File: src/rtl/smem_rd_arbiter_if.sv
// Request/response bundle between the SMEM pipeline requesters, the read
// arbiter and the host read channel.
//   master : arbiter side (drives req_ready, cor_tx_rd_*, rsp_*)
//   slave  : requesters + host side (drives req_valid/addr, almostfull, rx_rd_*)
interface smem_rd_arbiter_if #(
    parameter int unsigned NUM_REQ = 4,
    parameter int unsigned TAG_W   = 6
);
    localparam int unsigned ADDR_W = 58;
    localparam int unsigned DATA_W = 512;
    localparam int unsigned LEN_W  = 6;

    logic [NUM_REQ-1:0]        req_valid;
    logic [NUM_REQ*ADDR_W-1:0] req_addr;
    logic [NUM_REQ-1:0]        req_ready;

    logic                      tx_rd_almostfull;
    logic                      cor_tx_rd_valid;
    logic [ADDR_W-1:0]         cor_tx_rd_addr;
    logic [LEN_W-1:0]          cor_tx_rd_len;
    logic [TAG_W-1:0]          cor_tx_rd_tag;

    logic                      rx_rd_valid;
    logic [TAG_W-1:0]          rx_rd_tag;
    logic [DATA_W-1:0]         rx_rd_data;

    logic [NUM_REQ-1:0]        rsp_valid;
    logic [DATA_W-1:0]         rsp_data;

    modport master (
        input  req_valid, req_addr, tx_rd_almostfull,
        input  rx_rd_valid, rx_rd_tag, rx_rd_data,
        output req_ready, cor_tx_rd_valid, cor_tx_rd_addr, cor_tx_rd_len, cor_tx_rd_tag,
        output rsp_valid, rsp_data
    );

    modport slave (
        output req_valid, req_addr, tx_rd_almostfull,
        output rx_rd_valid, rx_rd_tag, rx_rd_data,
        input  req_ready, cor_tx_rd_valid, cor_tx_rd_addr, cor_tx_rd_len, cor_tx_rd_tag,
        input  rsp_valid, rsp_data
    );
endinterface

File: src/rtl/smem_rd_arbiter.sv
// Shares the core-side memory read port among NUM_REQ SMEM requesters.
// Round-robin grant, lowest-free tag allocation, outstanding-read credit
// limit and host backpressure; responses are routed back by tag and may
// return out of order.
// Ports:
//   clk, reset_n  : clock, asynchronous active-low reset
//   arb_enable    : issue enable (responses are always accepted)
//   bus           : requester handshake, read issue and response channels
//   outstanding   : reads in flight
//   idle          : nothing in flight and no issue pending
//   err_spurious  : sticky, response arrived on a tag not in use
module smem_rd_arbiter #(
    parameter int unsigned NUM_REQ         = 4,
    parameter int unsigned TAG_W           = 6,
    parameter int unsigned MAX_OUTSTANDING = 32
) (
    input  logic                  clk,
    input  logic                  reset_n,
    input  logic                  arb_enable,
    smem_rd_arbiter_if.master     bus,
    output logic [TAG_W:0]        outstanding,
    output logic                  idle,
    output logic                  err_spurious
);
    localparam int unsigned ADDR_W    = 58;
    localparam int unsigned DATA_W    = 512;
    localparam int unsigned LEN_W     = 6;
    localparam int unsigned PTR_W     = (NUM_REQ > 1) ? $clog2(NUM_REQ) : 1;
    localparam int unsigned CNT_W     = TAG_W + 1;
    localparam int unsigned TAG_SPACE = 1 << TAG_W;

    logic [PTR_W-1:0]     rr_q, rr_d;
    logic [TAG_SPACE-1:0] busy_q, busy_d;
    logic [PTR_W-1:0]     owner_q [TAG_SPACE];
    logic [CNT_W-1:0]     outst_q, outst_d;
    logic                 rd_valid_q;
    logic [ADDR_W-1:0]    rd_addr_q;
    logic [TAG_W-1:0]     rd_tag_q;
    logic [NUM_REQ-1:0]   rsp_valid_q;
    logic [DATA_W-1:0]    rsp_data_q;
    logic                 err_q;
    logic                 idle_q;

    logic                 grant_found;
    logic [PTR_W-1:0]     grant_idx;
    logic [PTR_W-1:0]     cand;
    logic                 alloc_found;
    logic [TAG_W-1:0]     alloc_tag;
    logic                 can_issue;
    logic                 accept;
    logic                 rsp_hit;
    logic [ADDR_W-1:0]    req_addr_arr [NUM_REQ];

    // Unpack the flat address bus into one entry per requester
    for (genvar i = 0; i < NUM_REQ; i++) begin : g_addr
        assign req_addr_arr[i] = bus.req_addr[ADDR_W*i +: ADDR_W];
    end

    // Round-robin search starting at the pointer, wrapping modulo NUM_REQ
    always_comb begin
        grant_found = 1'b0;
        grant_idx   = '0;
        cand        = '0;
        for (int unsigned k = 0; k < NUM_REQ; k++) begin
            cand = PTR_W'((32'(rr_q) + k) % NUM_REQ);
            if (!grant_found && bus.req_valid[cand]) begin
                grant_found = 1'b1;
                grant_idx   = cand;
            end
        end
    end

    // Lowest-index free tag from the pool; tags at or above
    // MAX_OUTSTANDING are never handed out
    always_comb begin
        alloc_found = 1'b0;
        alloc_tag   = '0;
        for (int unsigned t = 0; t < MAX_OUTSTANDING; t++) begin
            if (!alloc_found && !busy_q[TAG_W'(t)]) begin
                alloc_found = 1'b1;
                alloc_tag   = TAG_W'(t);
            end
        end
    end

    // Issue permission depends only on registered state and global inputs
    assign can_issue = arb_enable & ~bus.tx_rd_almostfull
                     & (outst_q < CNT_W'(MAX_OUTSTANDING)) & alloc_found;
    assign accept    = grant_found & can_issue;
    assign rsp_hit   = bus.rx_rd_valid & busy_q[bus.rx_rd_tag];

    assign bus.req_ready = accept ? (NUM_REQ'(1) << grant_idx) : '0;

    // Next-state for pointer, tag pool and credit counter
    always_comb begin
        rr_d    = rr_q;
        busy_d  = busy_q;
        outst_d = outst_q;
        if (rsp_hit) begin
            busy_d[bus.rx_rd_tag] = 1'b0;
        end
        if (accept) begin
            busy_d[alloc_tag] = 1'b1;
            rr_d = (grant_idx == PTR_W'(NUM_REQ - 1)) ? '0 : grant_idx + PTR_W'(1);
        end
        case ({accept, rsp_hit})
            2'b10:   outst_d = outst_q + CNT_W'(1);
            2'b01:   outst_d = outst_q - CNT_W'(1);
            default: outst_d = outst_q;
        endcase
    end

    // State and registered outputs
    always_ff @(posedge clk or negedge reset_n) begin
        if (!reset_n) begin
            rr_q        <= '0;
            busy_q      <= '0;
            outst_q     <= '0;
            rd_valid_q  <= 1'b0;
            rd_addr_q   <= '0;
            rd_tag_q    <= '0;
            rsp_valid_q <= '0;
            rsp_data_q  <= '0;
            err_q       <= 1'b0;
            idle_q      <= 1'b1;
            for (int unsigned i = 0; i < TAG_SPACE; i++) begin
                owner_q[i] <= '0;
            end
        end else begin
            rr_q       <= rr_d;
            busy_q     <= busy_d;
            outst_q    <= outst_d;
            rd_valid_q <= accept;
            idle_q     <= (outst_d == '0) && !accept;
            if (accept) begin
                owner_q[alloc_tag] <= grant_idx;
                rd_addr_q          <= req_addr_arr[grant_idx];
                rd_tag_q           <= alloc_tag;
            end
            rsp_valid_q <= rsp_hit ? (NUM_REQ'(1) << owner_q[bus.rx_rd_tag]) : '0;
            if (rsp_hit) begin
                rsp_data_q <= bus.rx_rd_data;
            end
            if (bus.rx_rd_valid && !rsp_hit) begin
                err_q <= 1'b1;
            end
        end
    end

    assign bus.cor_tx_rd_valid = rd_valid_q;
    assign bus.cor_tx_rd_addr  = rd_addr_q;
    assign bus.cor_tx_rd_len   = LEN_W'(1);
    assign bus.cor_tx_rd_tag   = rd_tag_q;
    assign bus.rsp_valid       = rsp_valid_q;
    assign bus.rsp_data        = rsp_data_q;
    assign outstanding         = outst_q;
    assign idle                = idle_q;
    assign err_spurious        = err_q;
endmodule

File: src/flat_wrapper.sv
// flat-port wrapper written by rule: the top's interface ports become plain ports
module smem_rd_arbiter_flat 
#(
    parameter int unsigned NUM_REQ         = 4,
    parameter int unsigned TAG_W           = 6,
    parameter int unsigned MAX_OUTSTANDING = 32
)
  (clk, reset_n, arb_enable, outstanding, idle, err_spurious, bus_req_valid, bus_req_addr, bus_tx_rd_almostfull, bus_rx_rd_valid, bus_rx_rd_tag, bus_rx_rd_data, bus_req_ready, bus_cor_tx_rd_valid, bus_cor_tx_rd_addr, bus_cor_tx_rd_len, bus_cor_tx_rd_tag, bus_rsp_valid, bus_rsp_data);
  smem_rd_arbiter_if #(.NUM_REQ(NUM_REQ), .TAG_W(TAG_W)) bus_i ();
  input  logic clk;
  input  logic reset_n;
  input  logic arb_enable;
  output logic [TAG_W:0] outstanding;
  output logic idle;
  output logic err_spurious;
  input wire logic [$bits(bus_i.req_valid)-1:0] bus_req_valid;
  input wire logic [$bits(bus_i.req_addr)-1:0] bus_req_addr;
  input wire logic [$bits(bus_i.tx_rd_almostfull)-1:0] bus_tx_rd_almostfull;
  input wire logic [$bits(bus_i.rx_rd_valid)-1:0] bus_rx_rd_valid;
  input wire logic [$bits(bus_i.rx_rd_tag)-1:0] bus_rx_rd_tag;
  input wire logic [$bits(bus_i.rx_rd_data)-1:0] bus_rx_rd_data;
  output wire logic [$bits(bus_i.req_ready)-1:0] bus_req_ready;
  output wire logic [$bits(bus_i.cor_tx_rd_valid)-1:0] bus_cor_tx_rd_valid;
  output wire logic [$bits(bus_i.cor_tx_rd_addr)-1:0] bus_cor_tx_rd_addr;
  output wire logic [$bits(bus_i.cor_tx_rd_len)-1:0] bus_cor_tx_rd_len;
  output wire logic [$bits(bus_i.cor_tx_rd_tag)-1:0] bus_cor_tx_rd_tag;
  output wire logic [$bits(bus_i.rsp_valid)-1:0] bus_rsp_valid;
  output wire logic [$bits(bus_i.rsp_data)-1:0] bus_rsp_data;
  assign bus_i.req_valid = bus_req_valid;
  assign bus_i.req_addr = bus_req_addr;
  assign bus_i.tx_rd_almostfull = bus_tx_rd_almostfull;
  assign bus_i.rx_rd_valid = bus_rx_rd_valid;
  assign bus_i.rx_rd_tag = bus_rx_rd_tag;
  assign bus_i.rx_rd_data = bus_rx_rd_data;
  assign bus_req_ready = bus_i.req_ready;
  assign bus_cor_tx_rd_valid = bus_i.cor_tx_rd_valid;
  assign bus_cor_tx_rd_addr = bus_i.cor_tx_rd_addr;
  assign bus_cor_tx_rd_len = bus_i.cor_tx_rd_len;
  assign bus_cor_tx_rd_tag = bus_i.cor_tx_rd_tag;
  assign bus_rsp_valid = bus_i.rsp_valid;
  assign bus_rsp_data = bus_i.rsp_data;
  smem_rd_arbiter #(.NUM_REQ(NUM_REQ), .TAG_W(TAG_W), .MAX_OUTSTANDING(MAX_OUTSTANDING)) u_core (.clk(clk), .reset_n(reset_n), .arb_enable(arb_enable), .bus(bus_i), .outstanding(outstanding), .idle(idle), .err_spurious(err_spurious));
endmodule
File: config.mk
export PLATFORM = sky130hd
export DESIGN_NAME = smem_rd_arbiter_flat
export DESIGN_NICKNAME = d
export VERILOG_FILES = /design/src/rtl/smem_rd_arbiter_if.sv /design/src/rtl/smem_rd_arbiter.sv /design/src/flat_wrapper.sv
export SDC_FILE = /design/constraint.sdc
export NUM_CORES = 1
export LEC_CHECK = 0
export ABC_AREA = 0
export CAP_MARGIN = 40
export CORE_AREA = 8 8 522 524
export CTS_CLUSTER_SIZE = 16
export DETAILED_ROUTE_END_ITERATION = 8
export DIE_AREA = 0 0 530 532
export PLACE_DENSITY_LB_ADDON = 0.05
export SKIP_LAST_GASP = 1
export SYNTH_ARGS = -nofsm -noshare
export SYNTH_HDL_FRONTEND = slang
export SYNTH_SLANG_ARGS = --single-unit
File: constraint.sdc
create_clock -name clk -period 7.9 [get_ports clk]
set_input_delay 1.185 -clock clk [delete_from_list [all_inputs] [get_ports clk]]
set_output_delay 1.185 -clock clk [all_outputs]
set_load 0.02 [all_outputs]
Word level (Yosys, flattened, before mapping) --
Cells that the tools add are included.
Storage, ports and cells: register bits after elaboration 784, input bits 759, logic and storage cells 316
Cells by class: $add $sub $neg 6, magnitude comparators 13, eq/ne operators 3, shift-type cells 2, muxes and demuxes 100, bitwise operators 12, reductions and logical operators 106
Operator list (number):
- $bwmux 128 | 1
- $mux 64 | 2
- $bmux 58 s2 | 1
- $mux 58 | 2
- $mux 5 | 16
- $logic_not 1->1 | 66
- $and 64x64->64 | 1
- $not 64->64 | 1
- $or 64x64->64 | 1
- $mux 1 | 44
- $mux 4 | 10
- $logic_and 1x1->1 | 39
- $mux 2 | 10
- $ge 7x7->1 const B | 2
- $pmux 7 s2 | 1
- $bmux 2 s6 | 1
- $demux 1 s6 | 2
- $demux 2 s6 | 1
- $lt 2x3->1 const B | 4
- $mux 3 | 4
- $bmux 1 s2 | 4
- $shl 1x2->4 const A | 2
- $add 7x1->7 const B | 1
- $logic_not 7->1 | 1
- other kinds (18) | 25

Logic depth before layout (Yosys ltp) --
Gate-level depths: netlist of run 1.
depth after elaboration 99, gate-level depth with buffers 22

Least setup slack after synthesis of run 1 --
No wires, ideal clock.
kind input-to-reg, start input bus_rx_rd_tag[1], end register u_core.idle_q, in the netlist u_core.idle, setup time 0.096 ns, data arrival time 5.307 ns, data required time 7.804 ns, slack 2.497 ns, stages 19, path buffers 4, cells stage by stage buf_4 > mux4_2 > a22oi_1 > nor2_1 > or4_4 > o31ai_2 > inv_2 > buf_2 > buf_2 > ha_1 > clkbuf_1 > xor2_1 > ha_1 > nor4bb_1 > a2111oi_0 > o211ai_1 > a21oi_1 > xor2_1 > nor4bb_1
Between the ends: longest elaborated chain between the ends 7, elaborated cells on any way between the ends 8
Ends and longest elaborated chain:
- start, declared | line flat_wrapper.sv:20 | input wire logic [$bits(bus_i.rx_rd_tag)-1:0] bus_rx_rd_tag;
- $bmux 1 s6 * | line smem_rd_arbiter.sv:90 | assign rsp_hit = bus.rx_rd_valid & busy_q[bus.rx_rd_tag];
- $mux 1 (not written as such) * | line smem_rd_arbiter.sv:90
- $and 1x1->1 * | line smem_rd_arbiter.sv:90
- via u_core.rsp_hit | line smem_rd_arbiter.sv:51 | logic rsp_hit;
- $eq 2x1->1 / $eq 2x2->1 (equally long branches) | line smem_rd_arbiter.sv:106 | case ({accept, rsp_hit})
- $pmux 7 s2 * | line smem_rd_arbiter.sv:106
- via u_core.outst_d[6] | line smem_rd_arbiter.sv:35 | logic [CNT_W-1:0] outst_q, outst_d;
- $logic_not 7->1 * | line smem_rd_arbiter.sv:134 | idle_q <= (outst_d == '0) && !accept;
- $logic_and 1x1->1 * | line smem_rd_arbiter.sv:134
- end signal, assigned | line smem_rd_arbiter.sv:134
- end, declared | line smem_rd_arbiter.sv:42 | logic idle_q;
Mark *: on every way through the listed nets, which the timed path passes. The rest lies on a longest branch. The select of a mux whose other input is x is not followed. A chain may end at the register's enable or synchronous reset.

Final worst setup path of run 1 --
start register u_core.busy_q[7], end output bus_req_ready[1]
Between the ends: longest elaborated chain between the ends 78
Ends and longest elaborated chain:
- start, declared | line smem_rd_arbiter.sv:33 | logic [TAG_SPACE-1:0] busy_q, busy_d;
- start signal, assigned | line smem_rd_arbiter.sv:131 | busy_q <= busy_d;
- $logic_not 1->1 * | line smem_rd_arbiter.sv:79 | if (!alloc_found && !busy_q[TAG_W'(t)]) begin
- $logic_and 1x1->1 * | line smem_rd_arbiter.sv:79
- $mux 1 * | line smem_rd_arbiter.sv:79
- $logic_not 1->1 | line smem_rd_arbiter.sv:79
- $logic_and 1x1->1 | line smem_rd_arbiter.sv:79
- $mux 1 * | line smem_rd_arbiter.sv:79
- $logic_not 1->1 | line smem_rd_arbiter.sv:79
- $logic_and 1x1->1 | line smem_rd_arbiter.sv:79
- [... 62 more ...]
- $logic_and 1x1->1 | line smem_rd_arbiter.sv:79
- $mux 1 * | line smem_rd_arbiter.sv:79
- $logic_not 1->1 | line smem_rd_arbiter.sv:79
- $logic_and 1x1->1 | line smem_rd_arbiter.sv:79
- $mux 1 * | line smem_rd_arbiter.sv:79
- $and 1x1->1 * | line smem_rd_arbiter.sv:88 | & (outst_q < CNT_W'(MAX_OUTSTANDING)) & alloc_found;
- $and 1x1->1 * | line smem_rd_arbiter.sv:89 | assign accept = grant_found & can_issue;
- $mux 4 * | line smem_rd_arbiter.sv:92 | assign bus.req_ready = accept ? (NUM_REQ'(1) << grant_idx) : '0;
- end, declared | line flat_wrapper.sv:22 | output wire logic [$bits(bus_i.req_ready)-1:0] bus_req_ready;
Every way passes the cells marked *; elsewhere a longest branch is shown, timed or not.

==> results of run 1 <==
-- area by class of cell --
type	count	area (um2)	share of cell area
repair buffers	1399	14100	0.2691
multi-input cells	1566	12200	0.2328
clock buffers	166	3095	0.05909
diodes	17	42.54	0.0008121
well taps	3533	4420	0.08438
inverters	18	77.57	0.001481
clock inverters	26	465.4	0.008885
flip-flops and latches	719	17990	0.3435
-- path summary, 6_finish.rpt --
kind,from,to,cells after the start,slack [ns]
hold / removal,reset_n,u_core.bus.rsp_data[192],1,0.32
setup / recovery,u_core.busy_q[7],bus_req_ready[1],7,2.01
max in group asynchronous,reset_n,u_core.bus.rsp_data[495],3,6.00
hold reg to reg,u_core.err_spurious,u_core.err_spurious,1,0.46
setup reg to reg,u_core.busy_q[7],u_core.idle,13,2.69
min in group clk,u_core.err_spurious,u_core.err_spurious,1,0.46
-- sequential cells by signal, indices dropped and copies added, names as in the netlist --
register / cells
u_core.bus.cor_tx_rd_addr: 58
u_core.bus.cor_tx_rd_tag: 5
u_core.bus.cor_tx_rd_valid: 1
u_core.bus.rsp_data: 512
u_core.bus.rsp_valid: 4
u_core.busy_q: 64
u_core.err_spurious: 1
u_core.idle: 1
u_core.outstanding: 7
u_core.owner_q: 64
u_core.rr_q: 2
-- per-layer routing --
| layer | wire length, um | track usage | part of all wire |
|---|---|---|---|
| met1 | 80280 | 0.1614 | 0.37 |
| met2 | 109600 | 0.2667 | 0.51 |
| met4 | 4209 | 0.02241 | 0.020 |
| met3 | 20710 | 0.06525 | 0.096 |
| met5 | 388 | 0 | 0.0018 |
-- worst max-delay path, cell delays in order, from the launching register on --
cell	delay [ns]
dfrtp_1	0.49
nand4_1	0.46
or4_1	0.72
o31ai_4	0.46
buf_4	0.51
inv_1	0.46
and2_1	0.30
clkdlybuf4s50_1	0.55
-- synthesized netlist by cell type (13+ instances only) --
master / count / area share
nor3_1: 16 / 0.0026
o31ai_1: 16 / 0.0039
nor2_1: 38 / 0.0046
mux2_2: 485 / 0.18
dfrtp_1: 718 / 0.58
nand2_1: 416 / 0.050
o21a_1: 25 / 0.0061
nand3_1: 141 / 0.023
clkbuf_1: 79 / 0.0096
a21oi_1: 39 / 0.0063
inv_1: 13 / 0.0016
mux2_4: 91 / 0.044
buf_2: 54 / 0.0087
o21ai_0: 76 / 0.012
-- power groups by stage --
stage	logic, mW	clock network (mW)	registers, mW
floorplan	1.76	0	6.58
global placement	7.32	0	5.39
detailed placement	7.30	0	5.38
CTS	7.33	5.23	5.36
global route	7.56	5.34	5.50
finish	7.09	4.95	5.34
-- cell families after synthesis --
family,count (synthesis),share of synthesized area
AND/OR/NAND/NOR,699,0.1005
buffers and inverters,178,0.02762
other,2,0.0002424
flip-flops,719,0.5807
XOR/XNOR,9,0.002544
adder cells (fa/ha/maj),7,0.002826
AO/OA/AOI/OAI,236,0.04971
multiplexers,608,0.2359
-- cell usage in the layout (no fill, tap or decap), types with 36 or more instances in the layout --
cell type           n
a21oi_1            39
dfrtp_1           718
nor2_1             38
nand2_1           416
mux2_4             91
mux2_2            485
clkdlybuf4s50_1  1347
clkbuf_1           36
o21ai_0            76
nand3_1           141
clkbuf_16         104
-- metrics by stage --
step	util	worst slack [ns]	instance area, um2	std cells	power, mW
after floorplan	-	2.497	31000	2463	8.331
after global placement	0.1840	1.672	48560	7222	12.71
after detailed placement	0.1847	1.588	48760	7234	12.68
after CTS	0.1982	1.828	52320	7426	17.92
after global routing	0.1984	1.686	52360	7432	18.41
final	0.1985	2.014	52390	7444	17.38
==> impl_metrics.ini, run 1 <==
[outcome]
status = completed

[sta]
fin_crit_sh = 0.7450
hold_viol_final = 0
tns_ns = 0
min_period_ns = 5.886
hold_slack_ns = 0.3155
rsz0062_at_grt = no
fmax_mhz = 169.9
drv_slew = 0
worst_slew_pin_slew_ns = 1.018
maxSlewHeadroom = 0.3214
fin_skew_ns = 0.08269
finalSetupViolations = 0

[cts]
insertion_delay_ns = 0.77
cts-buffers-inserted = 104
cts_resized = 0
htree_levels = 3
cts.path.max_buffers = 3
cts_setup_buffers = 0
cts_hold_buf = 0
clk_pin_slew_worst_paths_ns = 0.06
cts_tree = yes
clock_sinks = 719
cts_root_buf = clkbuf_16

[power]
seqPwrFrac = 0.307
power_switching_mw = 6.611
clockPowerShare = 0.285
switching_share = 0.3804
leakage_nw = 21.03
p_int_mw = 10.77
combPwrFrac = 0.408
vdd.ir_drop.worst_mv = 0.1961
p_per_area_nw_per_um2 = 331.7

[worst_setup_path]
cp_data_arrival_time_ns = 4.70
critPathRequiredTime_ns = 6.71
critical_path_peak_fanout = 45
worstSetupStartpointType = flip-flop
cp-end-kind = primary output
worstSetupPathType = reg -> out

[place]
placement.io_buffers = 1351
gp_congestion = 0.7732
post-dp-hpwl_mm = 171.9

[routing]
routed_wl_mm = 215.2
drt_iter0_drc = 1160
ant_nets = 0
drc = 0
num_vias = 25844
first_pass_iters = 6
wire_per_inst_um = 28.91
via_per_inst = 3.472

[global_route]
antenna_found_initial = 146
grt_pass1_vias = 27827
grt.total_usage = 0.1474
grt_pass1_wl_mm = 283.9
grt-ovfl-total = 0
grt_max_degree = 142

[floorplan]
die_x_um = 530
std_cell_rows = 189
core_area_um2 = 263900
die-area_um2 = 282000
ios = 1359
start_util = 0.1174
die_y_um = 532

[synth]
syn_inst = 2458
async_flop_share = 1.000
ys_seq_elements = 719
syn-cell-area_um2 = 30990
avgSynthCellArea_um2 = 12.61
ys_seq_area_frac = 0.5807
yosys.cell_types.count = 73
ys_warn_count = 0
synth-edff-count = 0
synth_ff_type = dfrtp_1

[cells_and_area]
synthToLayoutAreaGrowth_pct = 69.07
n_fill_cell = 28775
layout-drive-gt1-share = 0.2080
nets = 4574

[run]
drv_cap = 0

[hold_path]
min_path_type = in -> async
Power figures use the tool's default switching activity.
==> run 2: changes to the inputs <==
- CORE_AREA: 8 8 522 524 -> 8 8 519 521
- DIE_AREA: 0 0 530 532 -> 0 0 527 529
- clock period: 7.9 -> 4.88 ns (I/O delays scaled with it)
==> run 2 against run 1 <==
Global-route usage grew 1.1 points; worst hold slack improved by 0.15 ns; register-to-register slack worse by 2.2 ns; critical path depth increased by 2; first-iteration DRC count decreased by 10%.
==> impl_metrics.ini, run 2 (synthesis gave the netlist of run 1 again) <==
[cts]
cts_setup_buffers = 0
cts.path.max_buffers = 3
cts-buffers-inserted = 106
insertion_delay_ns = 0.74
cts_tree = yes
cts_root_buf = clkbuf_16
htree_levels = 3
clk_pin_slew_worst_paths_ns = 0.06
clock_sinks = 719

[sta]
rsz0062_at_grt = no
hold_slack_ns = 0.4665
worst_slew_pin_slew_ns = 0.9791
min_period_ns = 4.438
hold_viol_final = 0
drv_slew = 0
fin_crit_sh = 0.9094
maxSlewHeadroom = 0.3472
fin_skew_ns = 0.05965
finalSetupViolations = 0
fmax_mhz = 225.3

[floorplan]
start_util = 0.1187
die-area_um2 = 278800
die_x_um = 527
ios = 1359
std_cell_rows = 188
die_y_um = 529
core_area_um2 = 261100

[global_route]
grt_max_degree = 122
grt_pass1_vias = 27986
grt.total_usage = 0.1585
grt-ovfl-total = 0
antenna_found_initial = 214
grt_pass1_wl_mm = 298.0

[cells_and_area]
final_cells = 7415
layout-drive-gt1-share = 0.2255
synthToLayoutAreaGrowth_pct = 70.92
n_fill_cell = 28368
largest_reg_flops = 512
final_common_cell = clkdlybuf4s50_1
fin_area_um2 = 52960
final_core_util = 0.2028
nets = 4653
final_cell_mix = clkdlybuf4s50_1 (1347), dfrtp_1 (718), mux2_2 (485)

[power]
p_int_mw = 17.60
clockPowerShare = 0.285
vdd.ir_drop.worst_mv = 0.2864
seqPwrFrac = 0.304
power_switching_mw = 10.99
p_per_area_nw_per_um2 = 539.7
leakage_nw = 21.48
combPwrFrac = 0.411
switching_share = 0.3844

[hold_path]
min_to = u_core.err_spurious
holdCritStartpoint = u_core.err_spurious
min_path_type = reg -> reg
worstHoldPathCells = 1

[worst_setup_path]
worstSetupPathType = reg -> out
r2r-end = u_core.idle
r2r_slack_ns = 0.47
r2r_cells = 17
critPathRequiredTime_ns = 4.15
r2r_start = u_core.busy_q[10]
worstSetupStartpointType = flip-flop
cp_data_arrival_time_ns = 3.71
cp-end-kind = primary output
critical_path_peak_fanout = 13

[routing]
via_per_inst = 3.564
wire_per_inst_um = 31.13
drt_iter0_drc = 1043
drc = 0
ant_nets = 0
num_vias = 26429
first_pass_iters = 4
routed_wl_mm = 230.9

[place]
placement.io_buffers = 1351
dp.cells = 7198
post_dp_cell_area_um2 = 49260
post-dp-hpwl_mm = 188.9
gp_congestion = 0.8219

[run]
drv_cap = 0

[outcome]
status = completed
-- run 2: layer usage --
layer | up-vias | global-route usage | part of all wire
met4 | 56 | 0.03011 | 0.024
met1 | 13043 | 0.1715 | 0.37
met5 | - | 0 | 0.0016
met3 | 462 | 0.06638 | 0.097
li1 | 11533 | - | -
met2 | 1335 | 0.2904 | 0.51
-- run 2: critical path, cell delays in order (launching register included) --
cell             delay [ns]
dfrtp_1                0.42
buf_4                  0.17
nand4_1                0.09
buf_4                  0.18
or4_1                  0.61
o31ai_4                0.30
buf_4                  0.29
inv_1                  0.12
and2_1                 0.17
clkdlybuf4s50_1        0.61
-- run 2: per-stage QoR --
step	setup slack [ns]	setup TNS (ns)	power [mW]
2_1_floorplan	0.005400	0	13.49
3_3_place_gp	-0.1801	-8.000	20.94
3_5_place_dp	-0.2234	-9.827	20.89
4_1_cts	0.2632	0	29.50
5_1_grt	0.1130	0	30.22
6_report	0.4422	0	28.59
-- run 2: layout make-up --
class,instances,area [um2],area share
timing repair buffer,1476,14720,0.2779
inverter,18,77.57,0.001465
sequential,719,17990,0.3397
tap,3420,4279,0.08080
clock inverter,28,421.7,0.007961
clock buffer,170,3224,0.06088
multi-input combinational,1566,12200,0.2304
antenna,18,45.04,0.0008505
-- run 2: power by group through the flow --
stage / logic, mW / clock network (mW) / registers [mW]
4_1_cts: 12.1 / 8.63 / 8.72
6_report: 11.7 / 8.16 / 8.68
2_1_floorplan: 2.84 / 0 / 10.6
5_1_grt: 12.5 / 8.79 / 8.95
3_5_place_dp: 12.1 / 0 / 8.78
3_3_place_gp: 12.2 / 0 / 8.77
-- run 2: timing repair --
item	in CTS	in global routing
hold buffers	1	0
resized for setup	0	0
hold endpoints to repair	18	0
-- run 2: how the worst max path moves through the flow --
stage | from | to | slack [ns] | depth (start not counted)
after CTS | u_core.busy_q[8] | bus_req_ready[1] | 0.26 | 9
final | u_core.busy_q[8] | bus_req_ready[2] | 0.44 | 9
after global routing | u_core.busy_q[6] | u_core.idle | 0.11 | 17
after global placement | bus_rx_rd_tag[0] | u_core.bus.rsp_data[380] | -0.18 | 15
after floorplan | bus_rx_rd_tag[1] | u_core.idle | 0.005 | 19
after detailed placement | bus_rx_rd_tag[0] | u_core.bus.rsp_data[429] | -0.22 | 15
==> run 3: changes to the inputs <==
- CTS_BUF_LIST: not set -> sky130_fd_sc_hd__clkbuf_8 sky130_fd_sc_hd__clkbuf_16
==> run 3 against run 2 <==
Non-clock buffer count unchanged; routed wire length about the same; sequential cell count did not move; register-to-register slack hardly changed; cell area barely moved; global-route usage barely moved; clock skew is 0.0035 ns higher; worst hold slack got worse by 0.0028 ns; final cell count hardly changed; sequential share of layout area is essentially flat; critical path depth did not move; first-iteration DRC count is 3.4% lower.
==> impl_metrics.ini, run 3 (synthesis gave the netlist of run 1 again) <==
[outcome]
status = completed

[worst_setup_path]
worstSetupPathType = reg -> out
cp_data_arrival_time_ns = 3.69
worstSetupStartpointType = flip-flop
cp_top_family = buffers and inverters
cp-end-kind = primary output
worst-path-buf-inv = 5
path_cells = buf_4, nand4_1, buf_4, or4_1, o31ai_4, buf_4, inv_1, and2_1, clkdlybuf4s50_1
critPathRequiredTime_ns = 4.15
cpMostUsedCell = buf_4
crit_slowest_cell = or4_1
slowest_delay_ns = 0.61
critical_path_peak_fanout = 13

[sta]
min_period_ns = 4.419
fin_crit_sh = 0.9056
fin_skew_ns = 0.06320
rsz0062_at_grt = no
finalSetupViolations = 0
fmax_mhz = 226.3
worst_slew_pin_slew_ns = 0.9998
maxSlewHeadroom = 0.3334
hold_viol_final = 0
tns_ns = 0
drv_slew = 0

[floorplan]
die-area_um2 = 278800
std_cell_rows = 188
core_area_um2 = 261100
die_y_um = 529
start_util = 0.1187
ios = 1359
die_x_um = 527

[cells_and_area]
multi_input_area_um2 = 12200
seqCellArea_um2 = 17990
layout-drive-gt1-share = 0.2255
n_fill_cell = 28368
synthToLayoutAreaGrowth_pct = 70.94
final_cell_mix = clkdlybuf4s50_1 (1347), dfrtp_1 (718), mux2_2 (485)
final_common_cell = clkdlybuf4s50_1
final_cells = 7417
fin_area_um2 = 52970
largest_reg_flops = 512
nets = 4653
final_core_util = 0.2029

[cts]
cts_root_buf = clkbuf_16
clk_pin_slew_worst_paths_ns = 0.06
cts-buffers-inserted = 106
cts_tree = yes
cts_setup_buffers = 0
htree_levels = 3
clock_sinks = 719
cts.path.max_buffers = 3
insertion_delay_ns = 0.75

[hold_path]
min_path_type = reg -> reg

[global_route]
grt_pass1_wl_mm = 298.1
antenna_found_initial = 211
grt.total_usage = 0.1585
grt_max_degree = 122
grt_pass1_vias = 28023
grt-ovfl-total = 0

[place]
dp.cells = 7198
post-dp-hpwl_mm = 188.9
gp_congestion = 0.8219
placement.io_buffers = 1351
post_dp_cell_area_um2 = 49260

[routing]
routed_wl_mm = 230.8
wire_per_inst_um = 31.12
drc = 0
drt_iter0_drc = 1008
first_pass_iters = 5
num_vias = 26403
via_per_inst = 3.560
ant_nets = 0

[power]
p_per_area_nw_per_um2 = 538.4
leakage_nw = 21.61
finalPower_mw = 28.52
vdd.ir_drop.worst_mv = 0.2868

[run]
drv_cap = 0
## run 3: cell types whose count changed in the layout (fill, tap and decap cells not counted), sizes merged
| cell | change |
|---|---|
| inv | +32 |
| diode | +2 |
| clkbuf | -32 |
## run 3: what timing repair did
item	in CTS	in global routing
setup endpoints to repair	0	0
hold endpoints to repair	18	0
hold buffers	1	0
resized for setup	0	0
## run 3: worst paths after layout
| path | cells after the start | slack (ns) | start | to |
|---|---|---|---|---|
| max | 9 | 0.46 | u_core.busy_q[8] | bus_req_ready[2] |
| min in group asynchronous | 2 | 0.62 | reset_n | u_core.bus.rsp_data[39] |
| min reg2reg | 1 | 0.46 | u_core.err_spurious | u_core.err_spurious |
| max in group asynchronous | 3 | 3.03 | reset_n | u_core.bus.rsp_data[299] |
| max reg2reg | 17 | 0.48 | u_core.busy_q[10] | u_core.idle |
| min | 1 | 0.46 | u_core.err_spurious | u_core.err_spurious |
## run 3: metrics by stage
step                hold slack (ns)  setup WS, ns
finish                       0.4637        0.4607
global route                 0.5041        0.1131
CTS                          0.4588        0.2632
detailed placement           0.4523       -0.2234
global placement             0.4405       -0.1801
floorplan                    0.4364      0.005400
## run 3: cell type report
cell class | count | area share
tap | 3420 | 0.08079
inverter | 18 | 0.001465
timing repair buffer | 1476 | 0.2779
multi-input combinational | 1566 | 0.2304
sequential | 719 | 0.3397
clock buffer | 138 | 0.05861
antenna | 20 | 0.0009449
clock inverter | 60 | 0.01023
## run 3: routing by layer
metal	part of all wire	up-vias	routed length, um	GRT usage
met3	0.097	463	22320	0.06638
met2	0.51	1347	117300	0.2905
met1	0.37	12994	85250	0.1714
met5	0.0016	-	368	0
li1	-	11543	-	-
met4	0.024	56	5561	0.03008
## run 3: where the power goes
| part | total [mW] | internal (mW) | switching, mW |
|---|---|---|---|
| clock | 8.10 | 4.77 | 3.33 |
| sequential | 8.68 | 7.65 | 1.03 |
| combinational | 11.7 | 5.10 | 6.63 |
| total | 28.5 | 17.5 | 11.0 |
